===== src/rtl/spi_target_pkg.sv =====
// Shared types and constants for the SPI target bridge: FSM states and
// the command / fill byte values seen on the wire.
package spi_target_pkg;

    typedef enum logic [2:0] {
        IDLE,
        CMD,
        ADDR,
        WDATA,
        RDUMMY,
        RDATA,
        IGNORE
    } state_t;

    localparam logic [7:0] CMD_READ     = 8'h80;
    localparam logic [7:0] CMD_WRITE    = 8'h00;
    localparam logic [7:0] OVERRUN_FILL = 8'hFF;

endpackage


===== src/rtl/spi_target_bridge_if.sv =====
// Single-beat request/acknowledge bus between the SPI target and the CPU bus arbiter.
// Handshake: the master raises bus_req with we/addr/wdata stable and holds them until
// the cycle bus_ack is seen high; ack is a one-cycle strobe and is ignored while req is low.
interface spi_target_bridge_if #(
    parameter int ADDR_WIDTH = 16,
    parameter int DATA_WIDTH = 8
);
    logic                  bus_req;
    logic                  bus_we;
    logic [ADDR_WIDTH-1:0] bus_addr;
    logic [DATA_WIDTH-1:0] bus_wdata;
    logic [DATA_WIDTH-1:0] bus_rdata;
    logic                  bus_ack;

    modport master (
        output bus_req, bus_we, bus_addr, bus_wdata,
        input  bus_rdata, bus_ack
    );

    modport slave (
        input  bus_req, bus_we, bus_addr, bus_wdata,
        output bus_rdata, bus_ack
    );
endinterface


===== src/rtl/spi_target_sync.sv =====
// Brings the SPI pins into the clk_i domain through 2-FF synchronizers and
// produces registered edge strobes (3 cycles pin-to-strobe) with MOSI aligned to them.
module spi_target_sync (
    input  logic clk_i,
    input  logic reset_ni,
    input  logic sclk_i,
    input  logic cs_ni,
    input  logic mosi_i,
    output logic sclk_rise,
    output logic sclk_fall,
    output logic cs_fall,
    output logic cs_rise,
    output logic mosi,
    output logic cs_n_sync
);
    logic sclk_meta, sclk_sync, sclk_prev;
    logic cs_meta, cs_prev;
    logic mosi_meta, mosi_sync;

    // CS resets to the inactive (high) level so reset never fabricates a frame edge.
    always_ff @(posedge clk_i or negedge reset_ni) begin
        if (!reset_ni) begin
            sclk_meta <= 1'b0;
            sclk_sync <= 1'b0;
            sclk_prev <= 1'b0;
            cs_meta   <= 1'b1;
            cs_n_sync <= 1'b1;
            cs_prev   <= 1'b1;
            mosi_meta <= 1'b0;
            mosi_sync <= 1'b0;
            mosi      <= 1'b0;
            sclk_rise <= 1'b0;
            sclk_fall <= 1'b0;
            cs_fall   <= 1'b0;
            cs_rise   <= 1'b0;
        end else begin
            sclk_meta <= sclk_i;
            sclk_sync <= sclk_meta;
            sclk_prev <= sclk_sync;
            cs_meta   <= cs_ni;
            cs_n_sync <= cs_meta;
            cs_prev   <= cs_n_sync;
            mosi_meta <= mosi_i;
            mosi_sync <= mosi_meta;
            mosi      <= mosi_sync;
            sclk_rise <= sclk_sync & ~sclk_prev;
            sclk_fall <= ~sclk_sync & sclk_prev;
            cs_fall   <= ~cs_n_sync & cs_prev;
            cs_rise   <= cs_n_sync & ~cs_prev;
        end
    end
endmodule


===== src/rtl/spi_target_bridge.sv =====
// SPI mode-0 target that turns command/address/data frames into single-beat
// reads and writes on the system bus, with read prefetch and overrun flagging.
module spi_target_bridge
    import spi_target_pkg::*;
#(
    parameter int ADDR_WIDTH = 16,
    parameter int DATA_WIDTH = 8
) (
    input  logic                clk_i,
    input  logic                reset_ni,
    input  logic                spi_sclk_i,
    input  logic                spi_cs_ni,
    input  logic                spi_mosi_i,
    output logic                spi_miso_o,
    output logic                spi_miso_oe_o,
    spi_target_bridge_if.master bus,
    output logic                busy_o,
    output logic                err_o,
    output state_t              state_o
);
    localparam int ADDR_BYTES = ADDR_WIDTH / 8;

    logic sclk_rise, sclk_fall, cs_fall, cs_rise, mosi, cs_n_sync;

    spi_target_sync u_sync (
        .clk_i     (clk_i),
        .reset_ni  (reset_ni),
        .sclk_i    (spi_sclk_i),
        .cs_ni     (spi_cs_ni),
        .mosi_i    (spi_mosi_i),
        .sclk_rise (sclk_rise),
        .sclk_fall (sclk_fall),
        .cs_fall   (cs_fall),
        .cs_rise   (cs_rise),
        .mosi      (mosi),
        .cs_n_sync (cs_n_sync)
    );

    state_t                state_q, state_d;
    logic [2:0]            bit_cnt;
    logic [3:0]            addr_cnt;
    logic                  is_read, rd_skip, err_q;
    logic [DATA_WIDTH-1:0] rx_q, tx_q, rd_buf, wdata_q;
    logic [ADDR_WIDTH-1:0] addr_q, req_addr;
    logic                  req_q, we_q;

    logic [DATA_WIDTH-1:0] rx_byte, rd_data_now;
    logic [ADDR_WIDTH-1:0] addr_next, addr_inc;
    logic                  byte_done, last_addr, req_busy;

    assign rx_byte   = {rx_q[DATA_WIDTH-2:0], mosi};
    assign byte_done = sclk_rise && (bit_cnt == 3'd7);
    assign last_addr = (addr_cnt == 4'(ADDR_BYTES - 1));
    assign addr_next = (addr_q << 8) | ADDR_WIDTH'(rx_byte);
    assign addr_inc  = addr_q + ADDR_WIDTH'(1);
    // A request acked this cycle frees the port, so it does not count as an overrun.
    assign req_busy  = req_q && !bus.bus_ack;
    assign rd_data_now = (req_q && bus.bus_ack && !we_q) ? bus.bus_rdata : rd_buf;

    always_ff @(posedge clk_i or negedge reset_ni) begin
        if (!reset_ni) state_q <= IDLE;
        else           state_q <= state_d;
    end

    always_comb begin
        state_d = state_q;
        if (cs_rise) begin
            state_d = IDLE;
        end else if (cs_fall) begin
            state_d = CMD;
        end else begin
            case (state_q)
                CMD: if (byte_done) begin
                    if (rx_byte == CMD_READ || rx_byte == CMD_WRITE) state_d = ADDR;
                    else                                             state_d = IGNORE;
                end
                ADDR:    if (byte_done && last_addr) state_d = is_read ? RDUMMY : WDATA;
                RDUMMY:  if (byte_done) state_d = RDATA;
                default: state_d = state_q;
            endcase
        end
    end

    always_ff @(posedge clk_i or negedge reset_ni) begin
        if (!reset_ni) begin
            bit_cnt  <= '0;
            addr_cnt <= '0;
            is_read  <= 1'b0;
            rd_skip  <= 1'b0;
            err_q    <= 1'b0;
            rx_q     <= '0;
            tx_q     <= '0;
            rd_buf   <= '0;
            wdata_q  <= '0;
            addr_q   <= '0;
            req_addr <= '0;
            req_q    <= 1'b0;
            we_q     <= 1'b0;
        end else begin
            if (req_q && bus.bus_ack) begin
                req_q <= 1'b0;
                if (!we_q) rd_buf <= bus.bus_rdata;
            end
            if (cs_fall) begin
                bit_cnt  <= '0;
                addr_cnt <= '0;
                is_read  <= 1'b0;
                rd_skip  <= 1'b0;
                err_q    <= 1'b0;
                rx_q     <= '0;
                tx_q     <= '0;
            end else if (cs_rise) begin
                bit_cnt <= '0;
                tx_q    <= '0;
            end else if (state_q != IDLE) begin
                if (sclk_rise) begin
                    rx_q    <= rx_byte;
                    bit_cnt <= bit_cnt + 3'd1;
                    if (byte_done && state_q == CMD) is_read <= (rx_byte == CMD_READ);
                    if (byte_done && state_q == ADDR) begin
                        addr_q   <= addr_next;
                        addr_cnt <= addr_cnt + 4'd1;
                        if (last_addr && is_read) begin
                            if (req_busy) begin
                                err_q   <= 1'b1;
                                rd_skip <= 1'b1;
                            end else begin
                                req_q    <= 1'b1;
                                we_q     <= 1'b0;
                                req_addr <= addr_next;
                            end
                        end
                    end
                    if (byte_done && state_q == WDATA) begin
                        addr_q <= addr_inc;
                        if (req_busy) begin
                            err_q <= 1'b1;
                        end else begin
                            req_q    <= 1'b1;
                            we_q     <= 1'b1;
                            req_addr <= addr_q;
                            wdata_q  <= rx_byte;
                        end
                    end
                    // Prefetch on the first bit of each read byte; the data is due at the next boundary.
                    if (bit_cnt == 3'd0 && state_q == RDATA) begin
                        addr_q <= addr_inc;
                        if (req_busy) begin
                            err_q   <= 1'b1;
                            rd_skip <= 1'b1;
                        end else begin
                            req_q    <= 1'b1;
                            we_q     <= 1'b0;
                            req_addr <= addr_inc;
                        end
                    end
                end
                if (sclk_fall) begin
                    if (bit_cnt != 3'd0) begin
                        tx_q <= {tx_q[DATA_WIDTH-2:0], 1'b0};
                    end else if (state_q == RDATA) begin
                        rd_skip <= 1'b0;
                        if (rd_skip || req_busy) begin
                            tx_q  <= OVERRUN_FILL;
                            err_q <= 1'b1;
                        end else begin
                            tx_q <= rd_data_now;
                        end
                    end else begin
                        tx_q <= '0;
                    end
                end
            end
        end
    end

    assign bus.bus_req   = req_q;
    assign bus.bus_we    = we_q;
    assign bus.bus_addr  = req_addr;
    assign bus.bus_wdata = wdata_q;

    assign spi_miso_oe_o = ~cs_n_sync;
    assign spi_miso_o    = tx_q[DATA_WIDTH-1] & ~cs_n_sync;
    assign busy_o        = ~cs_n_sync | req_q;
    assign err_o         = err_q;
    assign state_o       = state_q;
endmodule

===== src/flat_wrapper.sv =====
// flat-port wrapper written by rule: the top's interface ports become plain ports
module spi_target_bridge_flat import spi_target_pkg::*;
#(
    parameter int ADDR_WIDTH = 16,
    parameter int DATA_WIDTH = 8
)
  (clk_i, reset_ni, spi_sclk_i, spi_cs_ni, spi_mosi_i, spi_miso_o, spi_miso_oe_o, busy_o, err_o, state_o, bus_bus_req, bus_bus_we, bus_bus_addr, bus_bus_wdata, bus_bus_rdata, bus_bus_ack);
  spi_target_bridge_if #(.ADDR_WIDTH(ADDR_WIDTH), .DATA_WIDTH(DATA_WIDTH)) bus_i ();
  input  logic clk_i;
  input  logic reset_ni;
  input  logic spi_sclk_i;
  input  logic spi_cs_ni;
  input  logic spi_mosi_i;
  output logic spi_miso_o;
  output logic spi_miso_oe_o;
  output logic busy_o;
  output logic err_o;
  output state_t state_o;
  output wire logic [$bits(bus_i.bus_req)-1:0] bus_bus_req;
  output wire logic [$bits(bus_i.bus_we)-1:0] bus_bus_we;
  output wire logic [$bits(bus_i.bus_addr)-1:0] bus_bus_addr;
  output wire logic [$bits(bus_i.bus_wdata)-1:0] bus_bus_wdata;
  input wire logic [$bits(bus_i.bus_rdata)-1:0] bus_bus_rdata;
  input wire logic [$bits(bus_i.bus_ack)-1:0] bus_bus_ack;
  assign bus_bus_req = bus_i.bus_req;
  assign bus_bus_we = bus_i.bus_we;
  assign bus_bus_addr = bus_i.bus_addr;
  assign bus_bus_wdata = bus_i.bus_wdata;
  assign bus_i.bus_rdata = bus_bus_rdata;
  assign bus_i.bus_ack = bus_bus_ack;
  spi_target_bridge #(.ADDR_WIDTH(ADDR_WIDTH), .DATA_WIDTH(DATA_WIDTH)) u_core (.clk_i(clk_i), .reset_ni(reset_ni), .spi_sclk_i(spi_sclk_i), .spi_cs_ni(spi_cs_ni), .spi_mosi_i(spi_mosi_i), .spi_miso_o(spi_miso_o), .spi_miso_oe_o(spi_miso_oe_o), .bus(bus_i), .busy_o(busy_o), .err_o(err_o), .state_o(state_o));
endmodule

===== config.mk =====
export PLATFORM = sky130hd
export DESIGN_NAME = spi_target_bridge_flat
export DESIGN_NICKNAME = d
export VERILOG_FILES = /design/src/rtl/spi_target_pkg.sv /design/src/rtl/spi_target_bridge_if.sv /design/src/rtl/spi_target_sync.sv /design/src/rtl/spi_target_bridge.sv /design/src/flat_wrapper.sv
export SDC_FILE = /design/constraint.sdc
export NUM_CORES = 1
export LEC_CHECK = 0
export CAP_MARGIN = 40
export CORE_ASPECT_RATIO = 1.2
export CORE_MARGIN = 3
export CORE_UTILIZATION = 55
export DETAILED_ROUTE_END_ITERATION = 10
export GPL_TIMING_DRIVEN = 0
export PLACE_DENSITY = 0.73
export SLEW_MARGIN = 5
export SYNTH_ARGS = -nofsm -noshare
export SYNTH_HDL_FRONTEND = slang
export SYNTH_HIERARCHICAL = 1
export SYNTH_SLANG_ARGS = --single-unit
export TNS_END_PERCENT = 10

===== constraint.sdc =====
create_clock -name clk_i -period 3.3 [get_ports clk_i]
set_input_delay 0.495 -clock clk_i [delete_from_list [all_inputs] [get_ports clk_i]]
set_output_delay 0.495 -clock clk_i [all_outputs]
set_load 0.005 [all_outputs]

==> impl_metrics.csv <==
group,metric,value,unit
run_status,status,"complete, no violations",
clock_tree,cts_tree,"built",
route,wl_met1,5006,microns
finish,stdcell_count,664,
critical_path,crit_chain,"ha_1 > ha_1 > and4b_1 > buf_4 > o21ai_0 > clkbuf_1 > nor2_1 > a22oi_1 > o2bb2ai_1",
timing,max-slew-margin-rel,49.75,%
timing,clock.fmax,0.3804,GHz
pwr,switchingPower,0.0005040,W
worst_hold_path,hp-class,"input port to async pin",
critical_path,path_delay_family,"compound AO/OA/AOI/OAI gates",
yosys,ys_top_cells_by_count,"dfrtp_1, nor2_1, a21oi_1",
pwr,switching_share,23.88,%
route,drtAntennaViolNets,0,
yosys,ys_warn_count,6,
yosys,yosysTopAreaCell,"dfrtp_1",
floorplan,die_h,107.3,microns
timing,clock_skew,7.973,ps
pwr,leakage,2.366,nW
clock_tree,post_cts_buffers,0,
yosys,synth.distinct_cells,58,
timing,setup_viol,0,
timing,rsz0062_at_grt,"false",
floorplan,core,8243,sq um
critical_path,startpoint_type,"flop",
pwr,power_density,381.2,nW/um^2
pwr,p_int,0.001607,W
yosys,async_reset_ff_share,100.0,%
global_route,gr-total-overflow,0,
timing,period_share,79.66,%
floorplan,die_area,9702,sq um
pwr,power_frac_seq,55.3,%
clock_tree,insertion_delay,360,ps
route,dr.pass1.iters,5,
placement,io_buffers,46,
global_route,grt_pass1_wl,20130,microns
placement,dp.cells,648,
yosys,seq_area_frac_synth,48.50,%
placement,post-dp-hpwl,8672,microns
yosys,synth_area_leaders,"dfrtp_1, a21oi_1, mux2_2, nor2_1, nand2_1",
critical_path,path_common_cell,"ha_1",
clock_tree,cts_buffer_depth,2,
yosys,synth_flop_cell,"dfrtp_1",
global_route,grt.total_usage,26.22,%
critical_path,worst-path-buf-inv,2,
critical_path,arrival,2880,ps
timing,finalMaxSlewViolations,0,
floorplan,rows,36,
pwr,combPwrFrac,7.8,%
yosys,synth-edff-count,0,
critical_path,crit_path_end_kind,"flop",
finish,antenna_cells,0,
finish,syn_to_final_growth,17.72,%
clock_tree,clk_pin_slew,90,ps
finish,finalNetCount,565,
timing,min_period,2629,ps
clock_tree,cts_buffers,9,
yosys,synth_area,4703,sq um
placement,post_dp_cell_area,5331,sq um
route,wl_per_cell,18.51,microns
finish,final_layout_size_suffix_gt1_share,9.273,%
route,drt_iter0_drc,408,
route,vias,4182,
pwr,ir_worst_vdd,0.2890,mV
critical_path,cp.required,3550,ps
placement,place_congestion,0.9279,
yosys,netlist_instances,487,
critical_path,critical_path.max_stage_delay,520,ps
clock_tree,cts_max_level,3,
critical_path,worstSetupPathType,"flop to flop",
yosys,synth_seq_cells,91,
finish,final_area,5537,sq um
route,drc_errors,0,
pwr,clkPwrFrac,36.9,%
yosys,yosysMostFrequentCell,"dfrtp_1",
route,highest_layer,"met4",
critical_path,cp_max_fo,10,
global_route,grt_max_degree,50,
route,via_per_inst,6.298,
yosys,synth.top_cell.area_share,46.82,%
clock_tree,cts.hold.buffers_added,0,
route,dr_wl_met3,964,microns
global_route,grt_antenna_before_repair,0,
pwr,total_power,0.002111,W
clock_tree,cts_num_sinks,91,
global_route,grt_pass1_vias,3952,
floorplan,start_util,57.06,%
floorplan,die_w,90.42,microns
run,cap_violations,0,
clock_tree,ctsResizeCount,0,
critical_path,critical-path-slowest-cell,"o21ai_0",
route,met2WireLength,5907,microns
clock_tree,clockRootBuffer,"clkbuf_8",
floorplan,ios,47,
timing,worst_pin_slew,751.0,ps
timing,final-hold-violation-count,0,
finish,fillCellCount,666,
route,wirelength,12290,microns
yosys,synth_nets,507,
yosys,synth.avg_cell_area,9.658,sq um
==> layout make-up <==
cell class / instances / area, sq um / share of cell area (%)
multi-input cells: 354 / 2253 / 40.70
plain buffers: 31 / 127.6 / 2.305
well taps: 114 / 142.6 / 2.576
clock buffers: 13 / 158.9 / 2.870
clock inverters: 3 / 46.29 / 0.8362
flip-flops and latches: 91 / 2281 / 41.20
inverters: 11 / 41.29 / 0.7458
repair buffers: 47 / 485.5 / 8.768
==> layout by cell type, fill, tap and decap left out, types with 3 or more instances in the layout <==
| cell type | Yosys | final |
|---|---|---|
| a211oi_1 | 3 | 3 |
| a21o_1 | 4 | 4 |
| a21oi_1 | 38 | 38 |
| a222oi_1 | 4 | 4 |
| a22o_1 | 7 | 7 |
| a22oi_1 | 10 | 10 |
| a2bb2oi_1 | 9 | 9 |
| a31oi_1 | 5 | 5 |
| and2_1 | 5 | 5 |
| and2b_2 | 4 | 4 |
| and3_1 | 8 | 8 |
| and4_1 | 4 | 4 |
| buf_2 | 3 | 3 |
| buf_4 | 2 | 3 |
| clkbuf_1 | 26 | 28 |
| clkbuf_8 | 0 | 11 |
| clkdlybuf4s50_1 | 0 | 45 |
| dfrtp_1 | 88 | 88 |
| dfstp_2 | 3 | 3 |
| ha_1 | 6 | 6 |
| inv_1 | 11 | 11 |
| mux2_2 | 16 | 16 |
| nand2_1 | 36 | 36 |
| nand2b_1 | 3 | 3 |
| nand3_1 | 16 | 16 |
| nor2_1 | 45 | 45 |
| nor2b_1 | 3 | 3 |
| nor3_1 | 20 | 20 |
| nor4_1 | 3 | 3 |
| o21a_1 | 4 | 4 |
| o21ai_0 | 26 | 26 |
| o22ai_1 | 12 | 12 |
| o2bb2ai_1 | 5 | 5 |
| o31a_1 | 5 | 5 |
| or3_1 | 5 | 5 |
| xnor2_1 | 10 | 10 |
| xor2_1 | 8 | 8 |
==> state kept, by name, summed over array words and instances, names as in the netlist, 3 cells and up <==
register / flops
u_core/rd_buf: 8
u_core/bit_cnt: 3
u_core/rx_q: 7
u_core/tx_q: 8
u_core/bus.bus_addr: 16
u_core/addr_cnt: 4
u_core/addr_q: 16
u_core/bus.bus_wdata: 8
u_core/state_o: 3
==> final timing paths <==
kind / start / end / slack [ps] / cells after the start
max: u_core/bit_cnt[1] / u_core/addr_q[14] / 670 / 9
min: reset_ni / u_core/bit_cnt[0] / 120 / 1
max reg2reg: u_core/bit_cnt[1] / u_core/addr_q[14] / 670 / 9
min reg2reg: u_core/u_sync/cs_meta / u_core/u_sync/cs_n_sync / 360 / 0
max in group asynchronous: reset_ni / u_core/addr_q[8] / 2560 / 2
min in group clk_i: u_core/u_sync/cs_meta / u_core/u_sync/cs_n_sync / 360 / 0
==> per-stage QoR <==
stage / util (%) / worst slack [ps] / hold slack (ps) / setup TNS, ps
CTS: 67.17 / 708.9 / 124.3 / 0
floorplan: - / 1226 / 199.4 / 0
global route: 67.17 / 558.6 / 153.8 / 0
global placement: 64.37 / -1534 / 332.7 / -135960
detailed placement: 64.68 / 731.9 / 336.4 / 0
finish: 67.17 / 671.3 / 119.4 / 0
==> power groups by stage <==
stage	Combinational [W]	Clock (W)	Sequential [W]
finish	0.000165	0.000778	0.00117
global route	0.000184	0.000839	0.00117
CTS	0.000164	0.000801	0.00117
detailed placement	0.000163	0	0.00119
global placement	0.000155	0	0.00119
floorplan	0.0000807	0	0.00118
==> kinds of logic after synthesis <==
family | after synthesis | share of synthesized area, %
adders and majority gates | 6 | 1.596
and+or+nand+nor | 164 | 17.69
muxes | 17 | 4.044
buffers and inverters | 42 | 3.591
AOI/OAI and AO/OA | 149 | 21.23
DFF | 91 | 48.50
xor gates and xnor gates | 18 | 3.352
==> per-layer routing <==
metal  vias up  track usage [%]
li1       1900                -
met4         0            12.14
met2       227            43.30
met3        40            3.776
met5         -                0
met1      2015            34.40
(Power assumes the default switching activity.)
